**config.mk**
```make
export PLATFORM = sky130hd
export DESIGN_NAME = mcx16_feeder
export DESIGN_NICKNAME = d
export VERILOG_FILES = /design/src/rtl/mcx16_feeder.sv
export SDC_FILE = /design/constraint.sdc
export NUM_CORES = 1
export LEC_CHECK = 0
export ABC_AREA = 1
export BUFFER_PORTS_ARGS = -buffer_cell sky130_fd_sc_hd__buf_2
export CORE_ASPECT_RATIO = 0.7
export CORE_MARGIN = 2
export CORE_UTILIZATION = 58
export CTS_CLUSTER_SIZE = 25
export DETAILED_ROUTE_END_ITERATION = 8
export MAX_ROUTING_LAYER = met4
export PLACE_DENSITY = 0.8
export SLEW_MARGIN = 30
export SYNTH_ARGS = -nofsm -noshare
export SYNTH_HDL_FRONTEND = slang
export SYNTH_SLANG_ARGS = --single-unit
```
**constraint.sdc**
```tcl
create_clock -name clk -period 2.75 [get_ports clk]
set_input_delay 0.275 -clock clk [delete_from_list [all_inputs] [get_ports clk]]
set_output_delay 0.275 -clock clk [all_outputs]
set_load 0.01 [all_outputs]
```
**src/rtl/mcx16_feeder.sv**
```systemverilog
// Operand scheduler and product collector for the mcx16 serial multiplier.
// Optional build macro ZERO_BYPASS_EN: zero operand pairs complete in IDLE without using the multiplier.
//
// state | meaning
// IDLE  | waiting for a queued operand pair and a free result slot
// RUN   | mul_start held high, waiting for mul_done or the timeout
// GAP   | one cycle with mul_start low so the multiplier re-arms
module mcx16_feeder #(
   parameter int FIFO_DEPTH  = 4,
   parameter int TIMEOUT_CYC = 24
) (
   input  logic                          clk,
   input  logic                          rst_n,
   input  logic                          in_valid,
   output logic                          in_ready,
   input  logic [15:0]                   in_a,
   input  logic [15:0]                   in_b,
   output logic                          out_valid,
   input  logic                          out_ready,
   output logic [31:0]                   out_prod,
   output logic                          mul_start,
   output logic [15:0]                   mul_ain,
   output logic [15:0]                   mul_bin,
   input  logic [31:0]                   mul_yout,
   input  logic                          mul_done,
   output logic [$clog2(FIFO_DEPTH):0]   fifo_level,
   output logic                          err
);
   localparam int AW = $clog2(FIFO_DEPTH);
   localparam int CW = $clog2(TIMEOUT_CYC + 1);
   localparam logic [AW:0]   LVL_FULL = (AW + 1)'(FIFO_DEPTH);
   localparam logic [CW-1:0] CNT_LAST = CW'(TIMEOUT_CYC - 1);

   typedef enum logic [1:0] {S_IDLE, S_RUN, S_GAP} state_t;

   state_t        r_state, w_state_nxt;
   logic [15:0]   r_fifo_a [FIFO_DEPTH];
   logic [15:0]   r_fifo_b [FIFO_DEPTH];
   logic [AW-1:0] r_wr_ptr, r_rd_ptr;
   logic [AW:0]   r_level;
   logic [CW-1:0] r_cnt;
   logic [31:0]   r_base, r_out_prod;
   logic          r_out_valid, r_mul_start, r_err;
   logic [15:0]   r_mul_ain, r_mul_bin;

   logic w_full, w_empty, w_push, w_pop, w_load, w_bypass, w_done_op, w_timeout;

   assign w_full     = (r_level == LVL_FULL);
   assign w_empty    = (r_level == '0);
   assign w_push     = in_valid && !w_full;
   assign in_ready   = !w_full;
   assign fifo_level = r_level;
   assign out_valid  = r_out_valid;
   assign out_prod   = r_out_prod;
   assign mul_start  = r_mul_start;
   assign mul_ain    = r_mul_ain;
   assign mul_bin    = r_mul_bin;
   assign err        = r_err;

   always_ff @(posedge clk or negedge rst_n) begin
      if (!rst_n) r_state <= S_IDLE;
      else        r_state <= w_state_nxt;
   end

   always_comb begin
      w_state_nxt = r_state;
      w_pop       = 1'b0;
      w_load      = 1'b0;
      w_bypass    = 1'b0;
      w_done_op   = 1'b0;
      w_timeout   = 1'b0;
      case (r_state)
         S_IDLE: begin
            if (!w_empty && !r_out_valid) begin
               w_pop = 1'b1;
`ifdef ZERO_BYPASS_EN
               if (r_fifo_a[r_rd_ptr] == 16'd0 || r_fifo_b[r_rd_ptr] == 16'd0) begin
                  w_bypass = 1'b1;
               end else begin
                  w_load      = 1'b1;
                  w_state_nxt = S_RUN;
               end
`else
               w_load      = 1'b1;
               w_state_nxt = S_RUN;
`endif
            end
         end
         S_RUN: begin
            // A done pulse on the final allowed cycle still wins over the timeout.
            if (mul_done) begin
               w_done_op   = 1'b1;
               w_state_nxt = S_GAP;
            end else if (r_cnt == CNT_LAST) begin
               w_timeout   = 1'b1;
               w_state_nxt = S_GAP;
            end
         end
         S_GAP:   w_state_nxt = S_IDLE;
         default: w_state_nxt = S_IDLE;
      endcase
   end

   always_ff @(posedge clk) begin
      if (w_push) begin
         r_fifo_a[r_wr_ptr] <= in_a;
         r_fifo_b[r_wr_ptr] <= in_b;
      end
   end

   always_ff @(posedge clk or negedge rst_n) begin
      if (!rst_n) begin
         r_wr_ptr <= '0;
         r_rd_ptr <= '0;
         r_level  <= '0;
      end else begin
         if (w_push) r_wr_ptr <= r_wr_ptr + 1'b1;
         if (w_pop)  r_rd_ptr <= r_rd_ptr + 1'b1;
         case ({w_push, w_pop})
            2'b10:   r_level <= r_level + 1'b1;
            2'b01:   r_level <= r_level - 1'b1;
            default: r_level <= r_level;
         endcase
      end
   end

   // The multiplier's yout never clears, so each product is the delta from the value seen at start.
   always_ff @(posedge clk or negedge rst_n) begin
      if (!rst_n) begin
         r_cnt       <= '0;
         r_base      <= '0;
         r_mul_start <= 1'b0;
         r_mul_ain   <= '0;
         r_mul_bin   <= '0;
         r_out_prod  <= '0;
         r_out_valid <= 1'b0;
         r_err       <= 1'b0;
      end else begin
         if (w_load) begin
            r_cnt       <= '0;
            r_base      <= mul_yout;
            r_mul_start <= 1'b1;
            r_mul_ain   <= r_fifo_a[r_rd_ptr];
            r_mul_bin   <= r_fifo_b[r_rd_ptr];
         end else if (r_state == S_RUN) begin
            r_cnt <= r_cnt + 1'b1;
         end
         if (w_done_op || w_timeout) r_mul_start <= 1'b0;
         if (w_timeout) r_err <= 1'b1;
         if (w_done_op) begin
            r_out_prod  <= mul_yout - r_base;
            r_out_valid <= 1'b1;
         end else if (w_bypass) begin
            r_out_prod  <= '0;
            r_out_valid <= 1'b1;
         end else if (r_out_valid && out_ready) begin
            r_out_valid <= 1'b0;
         end
      end
   end
endmodule
```
==> Yosys cells after proc, flatten, opt, wreduce, memory -nomap -nowiden <==
Memories as Yosys holds them, arrays and structs flattened. A register that Yosys moved wholly into a read port is not among the register bits.
Index checks and enable logic that the tools add are counted.
{ "word_totals": {"ff_bits": 81, "ramBits": 128, "in_bits": 69, "output_inout_bits": 71, "word_cells": 61, "mem_count": 2} }
{ "memory_table": {"columns": ["memory", "depth", "word_bits", "rd", "rd_clocked_by_memory_dff", "wr", "line", "source"], "rows": [
  ["r_fifo_a", 4, 16, 1, 1, 1, "37", "logic [15:0] r_fifo_a [FIFO_DEPTH];"],
  ["r_fifo_b", 4, 16, 1, 1, 1, "38", "logic [15:0] r_fifo_b [FIFO_DEPTH];"]
]} }
{ "classes": {"n_addsub": 6, "n_eq_ne": 7, "mux": 20, "reduce_logical": 16} }
{ "ops": {"columns": ["cell", "n"], "rows": [
  ["subtractor 32 bit", 1],
  ["2-to-1 mux 1 bit", 13],
  ["2-to-1 mux 5 bit", 2],
  ["nonzero test 2 bit", 4],
  ["2-to-1 mux 2 bit", 3],
  ["one-hot mux 3 bit (2 select lines)", 1],
  ["adder 5 x 1 -> 5 bit, second input constant", 1],
  ["equality test 5 bit, second input constant", 1],
  ["zero test 1 bit", 5],
  ["adder 2 x 1 -> 2 bit, second input constant", 2],
  ["equality test 2 x 1 -> 1 bit, second input constant", 2],
  ["one-hot mux 2 bit (2 select lines)", 1],
  ["adder 3 x 1 -> 3 bit, second input constant", 1],
  ["equality test 3 bit, second input constant", 1],
  ["logical AND 1 bit", 3],
  ["zero test 3 bit", 1],
  ["inequality test 3 bit, second input constant", 1],
  ["subtractor 3 x 1 -> 3 bit, second input constant", 1],
  ["equality test 2 bit, second input constant", 1],
  ["zero test 2 bit", 1],
  ["inequality test 2 bit, second input constant", 1],
  ["AND reduction 2 bit", 1],
  ["logical OR 1 bit", 1]
]} }

==> Depth between registers and ports, before layout <==
{ "logic_depth": {"ltp_word": 7, "depth_mapped": 15, "ltp_nobuf": 15} }

==> Least setup slack after synthesis <==
OpenSTA, ideal clock, no wires.
{ "synth_timing": {"kind": "register to register", "start": "register r_level[0], in the netlist fifo_level[0]", "end": "memory r_fifo_a[0][0], enable pin", "setup_time_ns": 0.421, "arrival_ns": 2.219, "t_required_ns": 2.329, "setup_slack_ns": 0.110, "path_stages_with_launch": 5, "path_buffers": 0, "synth_period_minus_slack_ns": 2.640, "path_cell_list": "dfrtp_1 -> inv_2 -> nand3_1 -> nand2_1 -> nor2_1"} }
{ "synth_via": {"elab_chain_len": 5} }
{ "synth_lines": {"columns": ["item", "line", "source"], "rows": [
  ["from (decl)", "40", "logic [AW:0] r_level;"],
  ["from (signal assigned)", "120", "2'b10: r_level <= r_level + 1'b1;"],
  ["from (signal assigned)", "121", "2'b01: r_level <= r_level - 1'b1;"],
  ["from (signal assigned)", "122", "default: r_level <= r_level;"],
  ["equality test 3 bit", "48", "assign w_full = (r_level == LVL_FULL);"],
  ["zero test 1 bit", null, null],
  ["net in_ready", "15", "output logic in_ready,"],
  ["logical AND 1 bit", "50", "assign w_push = in_valid && !w_full;"],
  ["2-to-1 mux 1 bit", "105", "if (w_push) begin"],
  ["2-to-1 mux 1 bit (not written as such)", "106", "r_fifo_a[r_wr_ptr] <= in_a;"],
  ["to (decl)", "37", null]
]} }
The timed path passes the listed nets, and every way through them passes these cells.

==> Worst setup path after layout <==
{ "layout_timing": {"start": "register r_level[1], in the netlist fifo_level[1]", "end": "register r_level[2], in the netlist fifo_level[2]"} }
{ "layout_via": {"elab_chain_len": 7, "elab_cells_between_ends": 14, "classes_between": "2 x add/sub; 3 x eq/ne; 3 x mux; 6 x reduce/logical"} }
{ "layout_lines": {"columns": ["item", "line", "source"], "rows": [
  ["zero test 3 bit", "49", "assign w_empty = (r_level == '0);"],
  ["zero test 1 bit", "74", "if (!w_empty && !r_out_valid) begin"],
  ["logical AND 1 bit", "74", null],
  ["2-to-1 mux 1 bit", "74", null],
  ["2-to-1 mux 1 bit", "72", "case (r_state)"],
  ["equality test 2 x 1 -> 1 bit or equality test 2 bit (tied branches)", "119", "case ({w_push, w_pop})"],
  ["one-hot mux 3 bit (2 select lines) or nonzero test 2 bit (tied branches)", null, null]
]} }
Several ways; a longest one is shown, not always the timed one.
A chain may end at the register's enable or synchronous reset.

==> flow_summary.ini <==
[timing]
fmax_ghz = 0.491
worst_pin_slew_ps = 866
relSlewSlack_pct = 42.2
rsz0062_at_grt = no
skew_ps = 19.2
post-route-period-util_pct = 74.1
finalHoldViolations = 0
min_period_ps = 2040
hold_ws_ps = 16.1
slew_viol_final = 0
setup_viol = 0
setup_ws_ps = 712
fin_setup_tns_ps = 0

[floorplan]
die_w_um = 173
placementRows = 43
die_area_sq_um = 21000
start_util_pct = 58.7
die_h_um = 122
num_io_pins = 140
fp.coreArea_sq_um = 19600

[route]
dr_total_vias = 9117
vias_per_cell = 5.20
drtPass1Iterations = 5
postRouteAntennaNets = 0
routedWlPerCell_um = 15.8
routed_wl_mm = 27.8
drc = 0
drt-initial-drc-count = 861

[worst_setup_path]
setup.worst_path.end_class = register
path_max_fanout = 8
cp.arrival_ps = 2430
slowest_delay_ps = 390
slowest_stage = dfrtp_1
crit_chain = inv_1 -> nand3_1 -> nand2_1 -> buf_4 -> ha_1 -> inv_1 -> fa_1 -> a21oi_1 -> o21ai_0 -> xor2_1
critical_path.most_common_cell = inv_1
critPathLaunchType = register
critPathKind = reg2reg
critPathRequiredTime_ps = 3140

[layout]
fin_nets = 1573
areaGrowthSynthToFinish_pct = 20.8
multiInputGateArea_sq_um = 4050
drive_gt1_share_pct = 14.8
fill_cells = 1465
register_area_sq_um = 6670
fin_cells = 1753

[clock_network]
cts_sinks = 241
clk_pin_slew_ps = 70
clk_path_buf_depth = 3
root_buffer = clkbuf_16
insertion_delay_ps = 520
cts_made_buffers = 23
ctsResizeCount = 0
cts_tree = built
htree_levels = 1

[synth]
ys_ff_latch = 241
synthTopCellsByArea = edfxtp_1, dfrtp_1, nand2_1, nor2_1, inv_1
synth_edf_count = 128
netlist_instances = 1275
synthArstFlopShare_pct = 46.9
synth_area_sq_um = 11500
yosysTopAreaCellShare_pct = 33.3
syn_nets = 1383
synth_flop_cell = edfxtp_1
synth_area_leader_cell = edfxtp_1
post_synth_num_cell_types = 37
ys_seq_area_share_pct = 57.9
yosys_warnings = 0
avgSynthCellArea_sq_um = 9.04

[global_route]
grt_util_all_layers_pct = 27.6
grt_max_degree = 128
grt_pass1_vias = 8577
grt.overflow.total = 0
grt_pass1_wl_mm = 44.4
antenna_found_initial = 1

[placed_design]
io_buffer_count = 139
place_inst = 1654
dp_hpwl_mm = 18.1
gp_congestion = 0.965
pre_cts_slack_ps = 659

[status]
status = finished clean

[flow_run]
maxCapViolations = 0

[min_path]
holdCritPathClass = in2reg

[power]
ir_drop_mv = 0.676
p_leak_nw = 6.46
p_per_area_nw_per_um2 = 1170
power_mw = 16.3
[per-stage QoR]
| step | cell area (sq um) | util [%] |
|---|---|---|
| global placement | 12500 | 63.7 |
| global route | 13900 | 70.9 |
| floorplan | 11500 | - |
| CTS | 13900 | 70.9 |
| detailed placement | 12500 | 63.7 |
| finish | 13900 | 70.9 |
[layer usage]
| layer | wire (um) | vias up | part of all wire (%) | GRT usage, % |
|---|---|---|---|---|
| li1 | - | 4484 | - | - |
| met1 | 13100 | 4236 | 47 | 40.7 |
| met2 | 11800 | 356 | 43 | 39.9 |
| met3 | 2340 | 41 | 8.4 | 5.56 |
| met4 | 467 | 0 | 1.7 | 6.20 |
| met5 | 0 | - | 0 | - |
[layout make-up]
cell class | count | share of cell area (%)
tap | 270 | 2.43
inverter | 167 | 4.52
sequential | 241 | 47.9
timing repair buffer | 206 | 9.90
multi-input combinational | 826 | 29.1
antenna | 1 | 0.0180
clock buffer | 25 | 4.33
clock inverter | 17 | 1.81
[placed cells by master (no fill, tap or decap), types with 6 or more instances in the layout]
cell type / instances
nand3_1: 46
ha_1: 37
buf_2: 138
inv_1: 160
a21oi_1: 23
o21ai_0: 110
dfrtp_1: 112
xnor2_1: 13
nand2_1: 303
nand2_2: 9
a31oi_1: 33
buf_4: 9
bufinv_16: 6
nor2_1: 205
edfxtp_1: 128
xor2_1: 6
dlygate4sd3_1: 56
clkinv_2: 6
clkbuf_16: 23
[path summary, 6_finish.rpt]
check / from / slack (ps) / cells past startpoint / to
max in group asynchronous: rst_n / 1740 / 3 / r_base[30]
min in group asynchronous: rst_n / 260 / 2 / out_prod[14]
min: mul_yout[19] / 20 / 3 / r_base[19]
max reg2reg: fifo_level[1] / 710 / 10 / fifo_level[2]
max: fifo_level[1] / 710 / 10 / fifo_level[2]
min reg2reg: out_prod[29] / 480 / 2 / out_prod[29]
[cells in the mapped netlist, types with 3 or more instances]
master,n
edfxtp_1,128
nand3b_1,5
ha_1,37
and2_1,3
nand4_1,3
inv_2,7
buf_4,5
inv_1,160
clkbuf_1,14
buf_2,20
nand2_1,303
nand3_1,46
xnor2_1,13
xor2_1,6
o21bai_1,4
a21oi_1,23
o21ai_1,4
o21ai_0,110
nand2_2,9
nor2_1,209
a31oi_1,33
dfrtp_1,113
[where the power goes]
group / internal [mW] / switching [mW]
registers: 5.05 / 0.540
clock network: 2.16 / 1.39
logic: 2.44 / 4.70
total: 9.64 / 6.63
[state kept, by name, indices dropped and copies added, names as in the netlist, 3 cells and up]
signal,cells
out_prod,32
r_cnt,5
r_fifo_a,64
r_fifo_b,64
mul_ain,16
fifo_level,3
r_base,32
mul_bin,16
[cell families after synthesis]
family	share of synthesized area [%]
flip-flops	57.9
adder cells (fa/ha/maj)	4.36
AO/OA/AOI/OAI	8.35
buffers and inverters	7.22
AND/OR/NAND/NOR	20.8
XOR/XNOR	1.44
[repair_timing]
item                                   CTS  global route
hold buffers                            56             0
setup endpoints to repair                0             0
buffers inserted                         0             0
endpoints found under the hold margin  179             0
[worst max-delay path, delay by kind of cell, from the launching register on]
kind                       cells  cell delay, ps
adders and majority gates      2             540
DFF                            1             390
buffers and inverters          3             390
AOI/OAI and AO/OA              2             250
and+or+nand+nor                2             200
xor gates and xnor gates       1             150
No activity file was read; power rests on OpenSTA's default activity.
